### src/rtl/imem_port_arbiter.sv
`default_nettype none
// ============================================================================
// Module   : imem_port_arbiter
// Purpose  : Shares the single asynchronous read port of the instruction
//            memory between the CPU fetch stage (F) and the debug/trace
//            readback port (D). One word access per cycle, combinational
//            grant, registered read data one cycle after acceptance.
//            Granted addresses are checked for alignment and range, and
//            cycles in which both sides request are counted (saturating).
//
// Build option:
//   IMEM_ARB_RR_EN  defined   -> round-robin between F and D on conflicts
//                   undefined -> fixed priority, F always wins conflicts
//
// Parameters:
//   DEPTH  number of 32-bit words in the instruction memory
//   CNT_W  width of the conflict counter
//
// Ports:
//   Clk             in   system clock, rising edge
//   Rst             in   synchronous reset, active low
//   F_Req/D_Req     in   read request from fetch / debug
//   F_Addr/D_Addr   in   byte address of the request (32)
//   F_Gnt/D_Gnt     out  request accepted this cycle (combinational)
//   F_Valid/D_Valid out  one-cycle response strobe
//   F_Data/D_Data   out  response data (32), held while Valid is low
//   F_Err/D_Err     out  response is an error, qualified by Valid
//   M_Address       out  word-aligned byte address to instruction memory
//   M_Instruction   in   asynchronous read data from instruction memory
//   Conflict_Count  out  saturating count of cycles with both requests high
//
// Revision : 1.0  initial release
// ============================================================================
module imem_port_arbiter #(
  parameter int DEPTH = 66,
  parameter int CNT_W = 16
) (
  input  logic             Clk,
  input  logic             Rst,
  // fetch requester
  input  logic             F_Req,
  input  logic [31:0]      F_Addr,
  output logic             F_Gnt,
  output logic             F_Valid,
  output logic [31:0]      F_Data,
  output logic             F_Err,
  // debug requester
  input  logic             D_Req,
  input  logic [31:0]      D_Addr,
  output logic             D_Gnt,
  output logic             D_Valid,
  output logic [31:0]      D_Data,
  output logic             D_Err,
  // instruction memory port
  output logic [31:0]      M_Address,
  input  logic [31:0]      M_Instruction,
  // profiling
  output logic [CNT_W-1:0] Conflict_Count
);

  // Word-index bound compared against Addr[31:2].
  localparam logic [29:0]      DEPTH_IDX = 30'(DEPTH);
  localparam logic [CNT_W-1:0] CNT_MAX   = {CNT_W{1'b1}};
  localparam logic [CNT_W-1:0] CNT_ONE   = {{(CNT_W-1){1'b0}}, 1'b1};

  logic        conflict;
  logic        f_wins;
  logic        grant_f;
  logic        grant_d;
  logic        any_grant;
  logic [31:0] sel_addr;
  logic        misaligned;
  logic        out_of_range;
  logic        addr_err;
  logic [31:0] rd_word;

  assign conflict = F_Req && D_Req;

`ifdef IMEM_ARB_RR_EN
  // Side that won the most recent conflict cycle: 1 = D, 0 = F.
  // Reset to D so that F wins the first conflict after reset.
  logic last_d;

  always_ff @(posedge Clk) begin
    if (!Rst) begin
      last_d <= 1'b1;
    end else if (conflict) begin
      last_d <= grant_d;
    end
  end

  // Opposite of the last conflict winner.
  assign f_wins = last_d;
`else
  assign f_wins = 1'b1;
`endif

  // Grant selection. Nothing is granted while reset is held, so no access
  // can be started that the reset would then have to discard.
  always_comb begin
    grant_f = 1'b0;
    grant_d = 1'b0;
    if (Rst) begin
      if (conflict) begin
        if (f_wins) begin
          grant_f = 1'b1;
        end else begin
          grant_d = 1'b1;
        end
      end else begin
        grant_f = F_Req;
        grant_d = D_Req;
      end
    end
  end

  assign F_Gnt     = grant_f;
  assign D_Gnt     = grant_d;
  assign any_grant = grant_f || grant_d;

  // Address of the granted side; defaults to F when idle, which is harmless
  // because the error flag and memory address are both gated by any_grant.
  assign sel_addr     = grant_d ? D_Addr : F_Addr;
  assign misaligned   = (sel_addr[1:0] != 2'b00);
  assign out_of_range = (sel_addr[31:2] >= DEPTH_IDX);
  assign addr_err     = any_grant && (misaligned || out_of_range);

  // A faulting access never reaches the memory with its real address.
  assign M_Address = (any_grant && !addr_err) ? {sel_addr[31:2], 2'b00} : 32'h0;

  // The memory still returns a word for address 0 on error; suppress it.
  assign rd_word = addr_err ? 32'h0 : M_Instruction;

  // Response registers. Valid follows the grant of the previous cycle, so a
  // side granted on consecutive cycles sees Valid high on consecutive
  // cycles. Data and Err load only when their side was granted.
  always_ff @(posedge Clk) begin
    if (!Rst) begin
      F_Valid <= 1'b0;
      F_Data  <= 32'h0;
      F_Err   <= 1'b0;
      D_Valid <= 1'b0;
      D_Data  <= 32'h0;
      D_Err   <= 1'b0;
    end else begin
      F_Valid <= grant_f;
      D_Valid <= grant_d;
      if (grant_f) begin
        F_Data <= rd_word;
        F_Err  <= addr_err;
      end
      if (grant_d) begin
        D_Data <= rd_word;
        D_Err  <= addr_err;
      end
    end
  end

  // Saturating contention counter.
  always_ff @(posedge Clk) begin
    if (!Rst) begin
      Conflict_Count <= '0;
    end else if (conflict && (Conflict_Count != CNT_MAX)) begin
      Conflict_Count <= Conflict_Count + CNT_ONE;
    end
  end

endmodule
`default_nettype wire

### config.mk
export PLATFORM = sky130hd
export DESIGN_NAME = imem_port_arbiter
export DESIGN_NICKNAME = d
export VERILOG_FILES = /design/src/rtl/imem_port_arbiter.sv
export SDC_FILE = /design/constraint.sdc
export NUM_CORES = 1
export LEC_CHECK = 0
export ABC_AREA = 1
export CAP_MARGIN = 20
export CORE_MARGIN = 4
export CORE_UTILIZATION = 44
export CTS_BUF_LIST = sky130_fd_sc_hd__clkbuf_8 sky130_fd_sc_hd__clkbuf_16
export DETAILED_ROUTE_END_ITERATION = 12
export PLACE_DENSITY = 0.83
export SYNTH_ARGS = -nofsm -noshare
export SYNTH_HDL_FRONTEND = slang
export SYNTH_SLANG_ARGS = --single-unit
### constraint.sdc
create_clock -name Clk -period 3.2 [get_ports Clk]
set_input_delay 0.48 -clock Clk [delete_from_list [all_inputs] [get_ports Clk]]
set_output_delay 0.48 -clock Clk [all_outputs]
set_load 0.01 [all_outputs]
==> flow_summary.ini, run 1 <==
[sta]
fmax_mhz = 338
rsz0062_at_grt = no
setup_ws_ns = 0.244
skew_ns = 0.00309
finalMaxSlewViolations = 0
hold_viol = 0
finalSetupViolCount = 0
post-route-period-util = 0.924
maxSlewHeadroom = 0.445
tightest_slew_ns = 0.832
period_needed_ns = 2.96

[power]
fin_total_pwr_w = 0.00258
p_leak_nw = 2.83
ir_worst_vdd_v = 0.000433
powerDensity_nw_per_um2 = 389

[clock_tree]
cts_sinks = 84
clock_latency_ns = 0.36
cts_buffers = 9
clockRootBuffer = clkbuf_8
cts_tree = yes
htree_levels = 3
cts.path.max_buffers = 2
clk_pin_slew_ns = 0.09

[final_layout]
syn_to_final_growth_pct = 48.7
n_antenna_cell = 0
final_common_cell = clkdlybuf4s50_1
layout-drive-gt1-share = 0.176
layout.nets = 865
final_cell_mix = clkdlybuf4s50_1, nand2_1, dfxtp_1

[drt]
met1_length_um = 4900
wl_met2_um = 6600
viasPerCell = 4.86
ant_nets = 0
drt-initial-drc-count = 209
wl_per_cell_um = 14.6
drc = 0
wl_met3_um = 1460
drt_pass1_iterations = 5
finalWirelength_um = 13200
highest_layer = met4
vias = 4380

[yosys]
netlist.area_leader.share = 0.377
yosysSeqAreaShare = 0.377
syn_inst = 576
synth_area_sq_um = 4460
synth_flop_cell = dfxtp_1
synthTopCellsByArea = dfxtp_1, a21oi_2, nand2_1
synth-edff-count = 0
avgSynthCellArea_sq_um = 7.74
yosysTopAreaCell = dfxtp_1
yosysUniqueCellTypes = 32
ys_ff_latch = 84
yosysWarnings = 0
ys_async_sr_fraction = 0

[global_routing]
grt_max_degree = 76
grt_util_all_layers = 0.223
grt_pass1_wl_um = 20900
overflow = 0
grt_pass1_vias = 4356
antenna_found_initial = 0

[hold_path]
hold_path.class = in -> reg

[placement]
hpwl_um = 10100
place_worst_setup_slack_ns = -0.252
gp_congestion = 0.852
port_buffers = 192

[worst_setup_path]
crit_slowest_cell = clkdlybuf4s50_1
critPathKind = in -> out
crit_path_end_kind = output port
cpMostUsedCell = nand2_1
max_stage_delay_ns = 0.55
path_cells = buf_2 > nand2_2 > nor2_4 > buf_4 > nand2_1 > nand2_1 > nor2_1 > nand2_1 > nor2_2 > nand4_1 > buf_4 > a21oi_1 > clkdlybuf4s50_1
worst_ep_arrival_time_ns = 2.48
startpoint_type = primary input
worstPathRequired_ns = 2.72
cp_max_fo = 14

[floorplan]
start_util = 0.454
io_pins = 218
die_y_um = 109
die_area_sq_um = 11800
core_sq_um = 9820
num_rows = 36
die_w_um = 109

[run]
drv_cap = 0

[run_status]
status = finished clean
-- state kept, by name (all words and copies together), names as in the netlist --
name / flops
D_Valid: 1
D_Err: 1
Conflict_Count: 16
D_Data: 32
F_Valid: 1
F_Err: 1
F_Data: 32
-- path summary, 6_finish.rpt --
check | from | endpoint | slack, ns | cells after the start
min reg2reg | Conflict_Count[4]$_SDFFE_PN0P_ | Conflict_Count[4]$_SDFFE_PN0P_ | 0.48 | 2
min | F_Req | D_Valid$_SDFF_PN0_ | 0.43 | 2
max | Rst | M_Address[4] | 0.24 | 13
max reg2reg | Conflict_Count[7]$_SDFFE_PN0P_ | Conflict_Count[7]$_SDFFE_PN0P_ | 1.22 | 10
-- logic make-up (layout without fill, tap and decap cells) --
family	Yosys count	in the layout	synth area share
and+or+nand+nor	210	211	0.241
AOI/OAI and AO/OA	166	166	0.236
buffers and inverters	110	278	0.135
DFF	84	84	0.377
xor gates and xnor gates	4	4	0.00786
adders and majority gates	1	1	0.00280
other	1	25	0.000841
-- Yosys cell counts, drive strengths merged (3+ instances only) --
master,count
nor2,29
buf,41
nand4,3
clkbuf,17
nand3,8
inv,52
nor3,3
dfxtp,84
o21ai,47
a21oi,117
nand2,164
-- worst max-delay path, delay by kind of cell --
kind / cells / cell delay [ns]
buffers and inverters: 4 / 1.07
AOI/OAI and AO/OA: 1 / 0.11
and+or+nand+nor: 8 / 0.82
-- metal layers --
layer,vias up,GRT usage
met3,17,0.0941
met5,-,0
met4,0,0.0766
met1,2007,0.242
li1,2177,-
met2,179,0.391
-- through the flow --
stage               std cells  area, sq um  utilization  hold WS [ns]  setup TNS [ns]
floorplan                 600         4550            -         0.479               0
global placement          885         6400        0.651         0.448          -0.809
detailed placement        885         6400        0.651         0.462           -1.42
CTS                       902         6630        0.675         0.422               0
global route              902         6630        0.675         0.440               0
finish                    902         6630        0.675         0.432               0
-- report_power, final --
group          internal, W  leakage (nW)  switching (W)
Combinational     0.000317          2.03       0.000294
Sequential         0.00111         0.694      0.0000370
Clock             0.000429         0.109       0.000391
Total              0.00186          2.83       0.000722
-- layout make-up --
class / count / area, sq um
Clock buffer: 12 / 165
Clock inverter: 4 / 55.1
Fill cell: 819 / 3190
Inverter: 52 / 195
Multi-Input combinational cell: 407 / 2280
Sequential cell: 84 / 1680
Tap cell: 133 / 166
Timing Repair Buffer: 210 / 2090
-- repair_timing --
item / CTS / global route
setup buffers: 0 / 0
gates cloned: 1 / 0
hold endpoints to repair: 0 / 0
pin swaps: 1 / 1
endpoints found under the setup margin: 7 / 6
hold buffers: 0 / 0
resized for setup: 3 / 6
(Power assumes the default switching activity.)
==> run 2, diff against run 1 <==
--- a/config.mk
+++ b/config.mk
@@ -7,7 +7,7 @@
 export LEC_CHECK = 0
 export ABC_AREA = 1
 export CAP_MARGIN = 20
-export CORE_MARGIN = 4
+export CORE_MARGIN = 2
 export CORE_UTILIZATION = 44
 export CTS_BUF_LIST = sky130_fd_sc_hd__clkbuf_8 sky130_fd_sc_hd__clkbuf_16
 export DETAILED_ROUTE_END_ITERATION = 12
==> run 2 against run 1 <==
Cell area hardly changed. Die area is 7.2% lower. Final cell count rose by 0.11%. Register-to-register slack barely moved. Count of clock-buffer cells in the layout fell by 2. Clock skew is 0.0042 ns higher. Power is 1.7% lower. Worst setup slack gained 0.19 ns. Non-clock buffer count is 2 higher. Critical path type unchanged. Flip-flop and latch count stayed put. Sequential power is essentially flat.
==> flow_summary.ini, run 2 (synthesis gave the netlist of run 1 again) <==
[floorplan]
die_w_um = 105
io_pins = 218
core_sq_um = 9820
start_util = 0.454
num_rows = 36
die_area_sq_um = 11000
die_y_um = 105

[sta]
skew_ns = 0.00729
tightest_slew_ns = 0.856
maxSlewHeadroom = 0.429
post-route-period-util = 0.865
rsz0062_at_grt = no
finalMaxSlewViolations = 0
fmax_mhz = 361
period_needed_ns = 2.77
finalSetupViolCount = 0
hold_viol = 0
finalSetupTns_ns = 0

[hold_path]
whs_endpoint = Conflict_Count[4]$_SDFFE_PN0P_
hold_path.class = reg -> reg
min_path_cells = 2
worstHoldStart = Conflict_Count[4]$_SDFFE_PN0P_

[power]
ir_worst_vdd_v = 0.000343
p_sw_frac = 0.285
p_comb_frac = 0.243
p_switching_w = 0.000724
p_leak_nw = 2.88
seq_power_share = 0.452
power.internal_w = 0.00181
powerDensity_nw_per_um2 = 383
clkPwrFrac = 0.305

[global_routing]
grt_max_degree = 65
overflow = 0
grt_pass1_wl_um = 21000
grt_util_all_layers = 0.235
antenna_found_initial = 0
grt_pass1_vias = 4431

[final_layout]
layout.nets = 866
layout-drive-gt1-share = 0.174
multi_input_area_sq_um = 2270
stdcell_count = 903
final_cell_mix = clkdlybuf4s50_1, nand2_1, dfxtp_1
final_common_cell = clkdlybuf4s50_1
fillers = 815
register_area_sq_um = 1680
top_regs = D_Data: 32 flops, F_Data: 32 flops, Conflict_Count: 16 flops
design_area_sq_um = 6630
n_antenna_cell = 0
syn_to_final_growth_pct = 48.6

[clock_tree]
clock_latency_ns = 0.35
cts_buffers = 9
clk_pin_slew_ns = 0.09
htree_levels = 3
cts_hold_buffers = 0
cts_sinks = 84
cts_tree = yes
cts.path.max_buffers = 2
clockRootBuffer = clkbuf_8

[placement]
placed_cell_area_sq_um = 6390
gp_congestion = 0.816
port_buffers = 192
dp.cells = 886
hpwl_um = 9630

[worst_setup_path]
ff2ff_path_depth = 10
worst_ep_arrival_time_ns = 2.29
crit_start = D_Req
r2r_end = Conflict_Count[8]$_SDFFE_PN0P_
worstPathRequired_ns = 2.72
crit_path_end_kind = output port
timing.rr.start = Conflict_Count[7]$_SDFFE_PN0P_
startpoint_type = primary input
r2r_setup_slack_ns = 1.23
critPathKind = in -> out
cp_max_fo = 15

[drt]
drc = 0
vias = 4431
ant_nets = 0
wl_per_cell_um = 14.4
viasPerCell = 4.91
drt_pass1_iterations = 4
finalWirelength_um = 13000
drt-initial-drc-count = 132

[run_status]
status = finished clean

[run]
drv_cap = 0
-- run 2: per-layer routing --
metal  routed length [um]  GRT usage  vias up
met5                    0          0        -
met4                  243     0.0657        0
met3                 1310     0.0992       20
met2                 6580      0.425      178
met1                 4900      0.250     2060
li1                     -          -     2173
-- run 2: worst max-delay path: stages --
cell and delay [ns]:
dlygate4sd2_1 0.30, nand2_2 0.11, nor2_4 0.05, buf_12 0.14
buf_4 0.18, nand2_1 0.07, nand2_1 0.05, nor2_1 0.10
nand2_1 0.08, nor2_2 0.13, nand4_1 0.10, buf_4 0.17
a21oi_1 0.13, dlymetal6s2s_1 0.19
-- run 2: timing repair --
item / 4_1_cts / 5_1_grt
cloned: 0 / 0
buffers inserted: 1 / 0
pin swaps: 1 / 0
resized for setup: 1 / 7
setup endpoints to repair: 7 / 7
-- run 2: power by group through the flow --
| stage | registers (W) | clock network (W) | logic (W) |
|---|---|---|---|
| after floorplan | 0.00120 | 0 | 0.000286 |
| after global placement | 0.00117 | 0 | 0.000599 |
| after detailed placement | 0.00117 | 0 | 0.000614 |
| after CTS | 0.00115 | 0.000793 | 0.000620 |
| after global routing | 0.00115 | 0.000843 | 0.000665 |
| final | 0.00115 | 0.000775 | 0.000615 |
-- run 2: final cells by class --
type,count,area share
well taps,133,0.0251
repair buffers,212,0.319
clock inverters,6,0.00944
clock buffers,10,0.0208
inverters,52,0.0295
flip-flops and latches,84,0.254
multi-input cells,406,0.342
-- run 2: worst max path at each step --
stage	endpoint	depth (start not counted)
after CTS	M_Address[4]	14
after floorplan	M_Address[2]	11
after global routing	M_Address[5]	14
after detailed placement	M_Address[4]	13
final	M_Address[4]	14
after global placement	M_Address[7]	13
-- run 2: metrics by stage --
| step | total power, W | hold WS (ns) | setup WS (ns) | util |
|---|---|---|---|---|
| 2_1_floorplan | 0.00149 | 0.479 | 0.921 | - |
| 3_3_place_gp | 0.00177 | 0.448 | -0.131 | 0.651 |
| 3_5_place_dp | 0.00178 | 0.462 | -0.250 | 0.651 |
| 4_1_cts | 0.00256 | 0.476 | 0.0335 | 0.673 |
| 5_1_grt | 0.00266 | 0.500 | 0.255 | 0.675 |
| 6_report | 0.00254 | 0.475 | 0.431 | 0.675 |
